<file path="config.mk">
export PLATFORM = sky130hd
export DESIGN_NAME = hsv2rgb_flat
export DESIGN_NICKNAME = d
export VERILOG_FILES = /design/src/rtl/hsv2rgb_if.sv /design/src/rtl/hsv2rgb.sv /design/src/flat_wrapper.sv
export SDC_FILE = /design/constraint.sdc
export NUM_CORES = 1
export LEC_CHECK = 0
export ABC_AREA = 0
export BUFFER_PORTS_ARGS = -buffer_cell sky130_fd_sc_hd__clkbuf_2
export CAP_MARGIN = 20
export CORE_ASPECT_RATIO = 1.1
export CORE_UTILIZATION = 45
export DETAILED_ROUTE_END_ITERATION = 8
export REMOVE_ABC_BUFFERS = 1
export SETUP_SLACK_MARGIN = 0.05
export SLEW_MARGIN = 30
export SYNTH_ARGS = -nofsm -noshare
export SYNTH_HDL_FRONTEND = slang
export SYNTH_SLANG_ARGS = --single-unit
</file>
<file path="constraint.sdc">
create_clock -name clk -period 19.9 [get_ports clk]
set_clock_uncertainty 0.05 [all_clocks]
set_input_delay 0.995 -clock clk [delete_from_list [all_inputs] [get_ports clk]]
set_output_delay 0.995 -clock clk [all_outputs]
set_load 0.02 [all_outputs]
</file>
<file path="src/rtl/hsv2rgb_if.sv">
// HSV pixel in / RGB pixel out bundle for the hsv2rgb converter, including
// the video timing sideband that travels alongside each pixel.
interface hsv2rgb_if;
  logic [8:0] hsv_h;
  logic [8:0] hsv_s;
  logic [7:0] hsv_v;
  logic       hsv_vs;
  logic       hsv_hs;
  logic       hsv_de;
  logic       hsv_valid;

  logic [7:0] rgb_r;
  logic [7:0] rgb_g;
  logic [7:0] rgb_b;
  logic       rgb_vs;
  logic       rgb_hs;
  logic       rgb_de;
  logic       rgb_valid;

  modport master (
    output hsv_h, hsv_s, hsv_v, hsv_vs, hsv_hs, hsv_de, hsv_valid,
    input  rgb_r, rgb_g, rgb_b, rgb_vs, rgb_hs, rgb_de, rgb_valid
  );

  modport slave (
    input  hsv_h, hsv_s, hsv_v, hsv_vs, hsv_hs, hsv_de, hsv_valid,
    output rgb_r, rgb_g, rgb_b, rgb_vs, rgb_hs, rgb_de, rgb_valid
  );
endinterface

</file>
<file path="src/rtl/hsv2rgb.sv">
// Four-stage free-running HSV-to-RGB converter; the timing sideband is
// delayed through a matching 4-deep shift register so it stays pixel-aligned.
module hsv2rgb (
  input logic      clk,
  input logic      reset,
  hsv2rgb_if.slave bus
);
  typedef enum logic [2:0] {SEC0, SEC1, SEC2, SEC3, SEC4, SEC5} sector_e;

  typedef struct packed {
    logic vs;
    logic hs;
    logic de;
    logic valid;
  } side_t;

  // Stage 1: clamp, sector, offset within sector
  logic [8:0] h_clamp, s_clamp, sec_base;
  sector_e    i1_d, i1_q;
  logic [5:0] f1_d, f1_q;
  logic [8:0] s1_q;
  logic [7:0] v1_q;

  // Stage 2: chroma
  logic [16:0] vs_prod;
  logic [7:0]  c2_d, c2_q, v2_q;
  sector_e     i2_q;
  logic [5:0]  f2_q;

  // Stage 3: min channel and the rising/falling ramps
  logic [13:0] cf_prod;
  logic [7:0]  m3_d, xu3_d, xd3_d;
  logic [7:0]  m3_q, xu3_q, xd3_q, v3_q;
  sector_e     i3_q;

  // Stage 4: channel select
  logic [7:0] r4_d, g4_d, b4_d;
  logic [7:0] r4_q, g4_q, b4_q;

  side_t [3:0] side_q;

  // NOTE: every always_comb output gets a default first so no path leaves it unassigned (no latch).
  always_comb begin
    h_clamp  = (bus.hsv_h >= 9'd360) ? 9'd0 : bus.hsv_h;
    s_clamp  = (bus.hsv_s > 9'd256) ? 9'd256 : bus.hsv_s;
    i1_d     = SEC0;
    sec_base = 9'd0;
    if (h_clamp >= 9'd300) begin
      i1_d = SEC5; sec_base = 9'd300;
    end else if (h_clamp >= 9'd240) begin
      i1_d = SEC4; sec_base = 9'd240;
    end else if (h_clamp >= 9'd180) begin
      i1_d = SEC3; sec_base = 9'd180;
    end else if (h_clamp >= 9'd120) begin
      i1_d = SEC2; sec_base = 9'd120;
    end else if (h_clamp >= 9'd60) begin
      i1_d = SEC1; sec_base = 9'd60;
    end
    f1_d = 6'(h_clamp - sec_base);
  end

  assign vs_prod = 17'(v1_q) * 17'(s1_q);
  assign c2_d    = 8'(vs_prod >> 8);

  assign cf_prod = 14'(c2_q) * 14'(f2_q);
  assign xu3_d   = 8'(cf_prod / 14'd60);
  assign xd3_d   = c2_q - xu3_d;
  assign m3_d    = v2_q - c2_q;

  // m + Xu and m + Xd are bounded by v, so 8-bit sums cannot wrap.
  always_comb begin
    r4_d = m3_q;
    g4_d = m3_q;
    b4_d = m3_q;
    unique case (i3_q)
      SEC0: begin r4_d = v3_q;          g4_d = m3_q + xu3_q; end
      SEC1: begin r4_d = m3_q + xd3_q;  g4_d = v3_q;         end
      SEC2: begin g4_d = v3_q;          b4_d = m3_q + xu3_q; end
      SEC3: begin g4_d = m3_q + xd3_q;  b4_d = v3_q;         end
      SEC4: begin r4_d = m3_q + xu3_q;  b4_d = v3_q;         end
      default: begin r4_d = v3_q;       b4_d = m3_q + xd3_q; end
    endcase
  end

  // NOTE: sequential state uses non-blocking assignments so every stage samples pre-edge values.
  always_ff @(posedge clk or posedge reset) begin
    if (reset) begin
      i1_q  <= SEC0;
      f1_q  <= '0;
      s1_q  <= '0;
      v1_q  <= '0;
      c2_q  <= '0;
      v2_q  <= '0;
      i2_q  <= SEC0;
      f2_q  <= '0;
      m3_q  <= '0;
      xu3_q <= '0;
      xd3_q <= '0;
      v3_q  <= '0;
      i3_q  <= SEC0;
      r4_q  <= '0;
      g4_q  <= '0;
      b4_q  <= '0;
      // NOTE: the sideband shift register is reset too; a stale valid must never escape after reset.
      side_q <= '0;
    end else begin
      i1_q  <= i1_d;
      f1_q  <= f1_d;
      s1_q  <= s_clamp;
      v1_q  <= bus.hsv_v;
      c2_q  <= c2_d;
      v2_q  <= v1_q;
      i2_q  <= i1_q;
      f2_q  <= f1_q;
      m3_q  <= m3_d;
      xu3_q <= xu3_d;
      xd3_q <= xd3_d;
      v3_q  <= v2_q;
      i3_q  <= i2_q;
      r4_q  <= r4_d;
      g4_q  <= g4_d;
      b4_q  <= b4_d;
      side_q <= {side_q[2:0], side_t'({bus.hsv_vs, bus.hsv_hs, bus.hsv_de, bus.hsv_valid})};
    end
  end

  assign bus.rgb_r     = r4_q;
  assign bus.rgb_g     = g4_q;
  assign bus.rgb_b     = b4_q;
  assign bus.rgb_vs    = side_q[3].vs;
  assign bus.rgb_hs    = side_q[3].hs;
  assign bus.rgb_de    = side_q[3].de;
  assign bus.rgb_valid = side_q[3].valid;
endmodule

</file>
<file path="src/flat_wrapper.sv">
// flat-port wrapper written by rule: the top's interface ports become plain ports
module hsv2rgb_flat 
  (clk, reset, bus_hsv_h, bus_hsv_s, bus_hsv_v, bus_hsv_vs, bus_hsv_hs, bus_hsv_de, bus_hsv_valid, bus_rgb_r, bus_rgb_g, bus_rgb_b, bus_rgb_vs, bus_rgb_hs, bus_rgb_de, bus_rgb_valid);
  hsv2rgb_if bus_i ();
  input logic clk;
  input logic reset;
  input wire logic [$bits(bus_i.hsv_h)-1:0] bus_hsv_h;
  input wire logic [$bits(bus_i.hsv_s)-1:0] bus_hsv_s;
  input wire logic [$bits(bus_i.hsv_v)-1:0] bus_hsv_v;
  input wire logic [$bits(bus_i.hsv_vs)-1:0] bus_hsv_vs;
  input wire logic [$bits(bus_i.hsv_hs)-1:0] bus_hsv_hs;
  input wire logic [$bits(bus_i.hsv_de)-1:0] bus_hsv_de;
  input wire logic [$bits(bus_i.hsv_valid)-1:0] bus_hsv_valid;
  output wire logic [$bits(bus_i.rgb_r)-1:0] bus_rgb_r;
  output wire logic [$bits(bus_i.rgb_g)-1:0] bus_rgb_g;
  output wire logic [$bits(bus_i.rgb_b)-1:0] bus_rgb_b;
  output wire logic [$bits(bus_i.rgb_vs)-1:0] bus_rgb_vs;
  output wire logic [$bits(bus_i.rgb_hs)-1:0] bus_rgb_hs;
  output wire logic [$bits(bus_i.rgb_de)-1:0] bus_rgb_de;
  output wire logic [$bits(bus_i.rgb_valid)-1:0] bus_rgb_valid;
  assign bus_i.hsv_h = bus_hsv_h;
  assign bus_i.hsv_s = bus_hsv_s;
  assign bus_i.hsv_v = bus_hsv_v;
  assign bus_i.hsv_vs = bus_hsv_vs;
  assign bus_i.hsv_hs = bus_hsv_hs;
  assign bus_i.hsv_de = bus_hsv_de;
  assign bus_i.hsv_valid = bus_hsv_valid;
  assign bus_rgb_r = bus_i.rgb_r;
  assign bus_rgb_g = bus_i.rgb_g;
  assign bus_rgb_b = bus_i.rgb_b;
  assign bus_rgb_vs = bus_i.rgb_vs;
  assign bus_rgb_hs = bus_i.rgb_hs;
  assign bus_rgb_de = bus_i.rgb_de;
  assign bus_rgb_valid = bus_i.rgb_valid;
  hsv2rgb u_core (.clk(clk), .reset(reset), .bus(bus_i));
endmodule
</file>
**After elaboration in Yosys (flattened, before gate mapping)**

Cells that the tools add are included.

- Flip-flop bits (word level): 126
- Bits in latches: 0
- Memory bits (writable): 0
- ROM bits: 0
- Input bits: 32
- Word-level logic and storage cells: 71
- Memories kept: 0

- Add/sub/neg operators: 5
- Multiply operators: 2
- Div/mod/pow operators: 1
- Order comparisons: 7
- Equality and inequality tests: 4
- Shifts and indexed selects: 0
- Muxes and demuxes: 15
- Bitwise logic cells: 0
- Reduce and logical (&&, ||, !) cells: 5

Operators by type and width:

| kind | number |
|---|---|
| case mux 8 bit (3 select lines) | 3 |
| two-way mux 6 bit | 5 |
| >= comparator 9 x 8 -> 1 bit, second input constant | 2 |
| >= comparator 9 bit, second input constant | 2 |
| two-way mux 9 bit | 2 |
| adder 8 bit | 2 |
| multiplier 8 x 9 -> 16 bit | 1 |
| subtractor 8 bit | 2 |
| divider 14 x 6 -> 14 bit, second input constant | 1 |
| multiplier 8 x 6 -> 14 bit | 1 |
| two-way mux 3 bit | 4 |
| >= comparator 9 x 6 -> 1 bit, second input constant | 1 |
| >= comparator 9 x 7 -> 1 bit, second input constant | 1 |
| greater-than comparator 9 bit, second input constant | 1 |
| OR reduction 2 bit | 4 |
| equality test 3 x 2 -> 1 bit, second input constant | 2 |
| subtractor 6 bit | 1 |
| equality test 3 x 1 -> 1 bit, second input constant | 1 |
| equality test 3 bit, second input constant | 1 |
| logical NOT 3 bit | 1 |
| two-way mux 1 bit | 1 |

**Longest topological paths before layout**

- Depth after elaboration: 9
- Gate-level depth with buffers: 37
- Depth with buffers taken out: 33

**Least setup slack after synthesis**

OpenSTA, ideal clock, no wires.

- Path kind: reg-to-reg
- From: reg u_core.c2_q[1]
- To: reg u_core.xd3_q[7]
- Data arrival time: 7187 ps
- Setup slack: 12533 ps
- Cell stages (with the launch flop): 34
- Cells stage by stage: dfrtp_1 -> and2_1 -> fa_1 -> fa_1 -> inv_1 -> fa_1 -> inv_1 -> ha_1 -> buf_6 -> a21o_1 -> a221oi_4 -> xor2_4 -> mux2i_2 -> xnor2_4 -> a32o_2 -> o21a_1 -> o21a_1 -> buf_6 -> a311o_1 -> nor2_4 -> o31ai_4 -> a211oi_2 -> a21boi_1 -> a311o_1 -> ha_1 -> inv_1 -> a21oi_1 -> o21ai_0 -> a21oi_1 -> o21bai_1 -> a21o_1 -> a21oi_1 -> xnor2_1 -> xnor2_1

- Word-level cells in the longest chain between the ends: 3

Ends and longest elaborated chain:

| item | line | source |
|---|---|---|
| start: declaration | hsv2rgb.sv:26 | `logic [7:0] c2_d, c2_q, v2_q;` |
| start signal: assignment | hsv2rgb.sv:92 | `c2_q <= '0;` |
| start signal: assignment | hsv2rgb.sv:111 | `c2_q <= c2_d;` |
| multiplier 8 x 6 -> 14 bit | hsv2rgb.sv:65 | `assign cf_prod = 14'(c2_q) * 14'(f2_q);` |
| divider 14 x 6 -> 14 bit | hsv2rgb.sv:66 | `assign xu3_d = 8'(cf_prod / 14'd60);` |
| named net u_core.xu3_d[4] | hsv2rgb.sv:32 | `logic [7:0] m3_d, xu3_d, xd3_d;` |
| subtractor 8 bit | hsv2rgb.sv:67 | `assign xd3_d = c2_q - xu3_d;` |
| named net u_core.xd3_d[7] | hsv2rgb.sv:32 |  |
| end signal: assignment | hsv2rgb.sv:98 | `xd3_q <= '0;` |
| end signal: assignment | hsv2rgb.sv:117 | `xd3_q <= xd3_d;` |
| end: declaration | hsv2rgb.sv:33 | `logic [7:0] m3_q, xu3_q, xd3_q, v3_q;` |

The timed path passes the listed nets, and every way through them passes these cells.

**Worst setup path in the final report**

Same ends and word-level chain as after synthesis.

==> results <==
- The minimum setup slack among reg-to-reg paths is 11500 ps.
- The largest stage delay on the critical path is 650 ps.
- The cell with the largest stage delay on the worst path is xor2_1.
- The most heavily used metal layer in global routing is met2.
- The warning count from the yosys run is 0.
- The peak clock frequency supported by timing is 0.1190 GHz.
- In the final timing run, aggregate negative setup slack is 0 ps.
- CTS placed an instance of clkbuf_16 at the clock tree root.
- The wire length of the first global-routing pass is 33730 um.
- The detail-routed net length per standard cell is 14.19 um.
- The post-layout minimum cycle time is 8401 ps.
- The total inserted antenna cells is 0.
- The mean number of vias per cell is 5.192.
- For the pin with the worst max-slew slack, the measured transition is between 800 and 900 ps.
- The total die area is 23240 um2.
- The complex-gate fraction of the synthesized area is 0.1498.
- The worst flop-to-flop path endpoint is u_core.xd3_q[7].
- The net count of the finished layout is 1261.
- The TritonCTS clock tree is done.
- After clock tree synthesis, the clock-pin slew on the worst setup and hold paths is 60 ps.
- In this run the mean area of a mapped cell was about 9.9 um2.
- The number of clock sinks is 126.
- The overall track demand over capacity in global routing is 0.1800.
- The initial antenna violation count was 0.
- The final setup violation count is 0.
- The number of nets still failing antenna checks after routing is 0.
- After clock tree synthesis, the flow added hold-fix buffers numbering 0.
- By area, the combinational part of the netlist is dominated by adder cells.
- The detailed router finished its first iteration with between 200 and 250 violations.
- The worst hold path depth is 0.
- 60 I/O pins were placed.
- Following the worst setup path forward leads to its endpoint at u_core.xd3_q[7].
- The flip-flop and latch count after synthesis is 126.
- The later-pin clock latency in the skew report is 420 ps.
- The flow ran to the end, and the final reports show no timing, DRC or antenna violations.
- After clock tree synthesis, the repair step resized 0 gates.
- The type of the setup path with the least slack is register to register.
- Relative to the synthesized area, the layout overhead comes to 10.75%.
- The die outline height is 159.8 um.
- The source of the worst register-to-register timing path is u_core.c2_q[1].
- The simple-gate share of the synthesized area is 0.1473.
- The category of the worst setup path launch point is a register.
- Leaving out filler cells and counting taps, the final layout contains 1382.
- The floorplan core area is ~22000 um2.
- For this block, the via count after detailed routing is about 7200.
- The post-synthesis cell type count is 92.
- Setup repair after global routing left no endpoint under its margin.
- Measured against its own limit, the worst slew margin works out to 0.3998.
- The fraction of met3 tracks used by global routing is 0.03057.
- The most common flop cell mapped by yosys is dfrtp_1.
- Routability-driven placement finished with a final weighted congestion of 0.8510.
- In the final layout, the share of cells above drive strength 1 is 0.1435.
- The register area share after synthesis is 0.3096.
- No sink is reached through more buffers than the 2 on the longest clock path.
- The H-tree generated during clock tree synthesis spans 4 levels.
- The die width is 145.4 um.
- The synthesized cell area is approximately 10000 um2.
- The initial core utilization is 0.4592.
- The post-CTS setup buffer count is 0.
- The total count of hold-check failures in the final report was 0.
- The max-capacitance violation count is 0.
- The synthesized design contains 0 enable-type register cells.
- The pre-antenna-repair detailed-routing pass consisted of 4 iterations.
- Data on the critical path is required at its endpoint by 20120 ps.
- The met2 track utilization from global routing is 0.3090.
- Summed over all nets, the half-perimeter wirelength after detailed placement is 15110 um.
- The via count of the first global-routing pass is 6929.
- The floorplan row count is 57.
- The highest net fanout along the worst path is 11.
- The timing startpoint of the critical path is u_core.c2_q[1].
- The post-synthesis share of cell area spent on full adders, half adders and majority gates is 0.2430.
- The number of I/O port buffers is 59.
- Buffers inserted during clock tree synthesis total 17.
- The max-slew violation total from the final report is 0.
- The share of flip-flops with an asynchronous set or reset is 1.000.
- Synthesis handed over a netlist of about 1000 instances.
- The multiplexer area fraction after synthesis is 0.03034.
- In the routed design, unresolved DRC markers number 0.
- For met1 alone, demand over resource in global routing was 0.2374.
- The kind of end point of the critical path is a register.
- The XOR/XNOR share of the synthesized area is 0.05098.
- The count of placed standard cells including taps is ~1400.
- Of the available clock period, the critical path in the final layout requires 0.4222.
- The path class of the tightest hold or removal check is register to register.
- The filler cell count is 2053.
- Counting cells, the worst reg-to-reg path comes to 31.
- The remaining global-route overflow is 0.
- Summed over all layers, the routed wires come to 19610 um.
- The core occupancy in the finished layout is 0.5085.
- The arrival time of data at the critical path endpoint is 8630 ps.
- The maximum number of pins on one net before global-route repair is 72.
-- critical path: cells and delay by family (launching register included) --
kind | cells | cell delay [ps]
XOR/XNOR | 3 | 930
AO/OA/AOI/OAI | 17 | 3730
buffers and inverters | 3 | 170
AND/OR/NAND/NOR | 3 | 660
adder cells (fa/ha/maj) | 5 | 2150
flip-flops | 1 | 530
-- stage by stage --
stage / hold slack (ps) / instance area (um2) / setup slack, ps
2_1_floorplan: 281.2 / 9947 / 12360
3_3_place_gp: 281.5 / 10640 / 11690
3_5_place_dp: 284.7 / 10650 / 11520
4_1_cts: 294.0 / 11270 / 11500
5_1_grt: 292.6 / 11280 / 10870
6_report: 290.7 / 11280 / 11500
-- area by class of cell --
cell class	instances	area (um2)	share of cell area
Tap cell	295	369.1	0.03272
Timing Repair Buffer	63	329.1	0.02917
Inverter	124	467.9	0.04149
Multi-Input combinational cell	742	6339	0.5620
Clock inverter	15	196.4	0.01742
Sequential cell	126	3153	0.2795
Clock buffer	17	425.4	0.03771
-- kinds of logic after synthesis --
group | Yosys count
and+or+nand+nor | 303
AOI/OAI and AO/OA | 202
buffers and inverters | 158
adders and majority gates | 156
DFF | 126
xor gates and xnor gates | 52
muxes | 29
-- worst min-delay path by stage --
stage                startpoint                 to  slack (ps)
2_1_floorplan  u_core.side_q[9]  u_core.bus.rgb_de         280
3_3_place_gp   u_core.side_q[0]   u_core.side_q[4]         280
3_5_place_dp     u_core.i2_q[0]     u_core.i3_q[0]         280
4_1_cts          u_core.f1_q[0]     u_core.f2_q[0]         290
5_1_grt          u_core.f1_q[0]     u_core.f2_q[0]         290
6_report         u_core.f1_q[0]     u_core.f2_q[0]         290
-- placed cells by master, fill, tap and decap left out, types with 5 or more instances in the layout --
master,n
dfrtp_1,126
o211ai_1,8
nor2b_1,13
nand3_1,7
a211oi_1,10
a21oi_1,41
nand2b_1,7
nand2_1,120
mux2_2,12
and2_1,74
clkbuf_16,17
o21bai_1,8
nor2_1,42
ha_1,85
xnor2_1,32
a21o_1,14
nor3_1,11
a32oi_1,5
clkbuf_2,59
and3_2,5
inv_1,121
a31oi_1,11
fa_1,70
xor2_1,15
mux2i_1,16
o21a_1,18
o21ai_0,32
-- layer usage --
| layer | vias up | wire length (um) |
|---|---|---|
| li1 | 3536 | - |
| met1 | 3513 | 9123 |
| met2 | 114 | 9820 |
| met3 | 12 | 546 |
| met4 | 0 | 121 |
| met5 | - | 0 |
-- flip-flops by register name (all words and copies together) (netlist names), 3 cells and up --
name              flops
u_core.side_q        12
u_core.s1_q           9
u_core.bus.rgb_b      8
u_core.bus.rgb_g      8
u_core.bus.rgb_r      8
u_core.c2_q           8
u_core.m3_q           8
u_core.v1_q           8
u_core.v2_q           8
u_core.v3_q           8
u_core.xd3_q          8
u_core.xu3_q          8
u_core.f1_q           6
u_core.f2_q           6
u_core.i1_q           3
u_core.i2_q           3
u_core.i3_q           3
-- Yosys cell counts, drive strengths merged (18+ instances only) --
master / instances / area [um2]
dfrtp: 126 / 3153
inv: 123 / 461.7
nand2: 120 / 450.4
ha: 85 / 1064
and2: 76 / 479.2
fa: 70 / 1401
nor2: 44 / 172.7
a21oi: 43 / 222.7
o21ai: 37 / 196.4
xnor2: 36 / 360.3
clkbuf: 19 / 92.59
o21a: 18 / 135.1
Power is left out: the tool's default activity adds up to more than one toggle a clock period on the data nets, which glitch-free logic cannot reach.
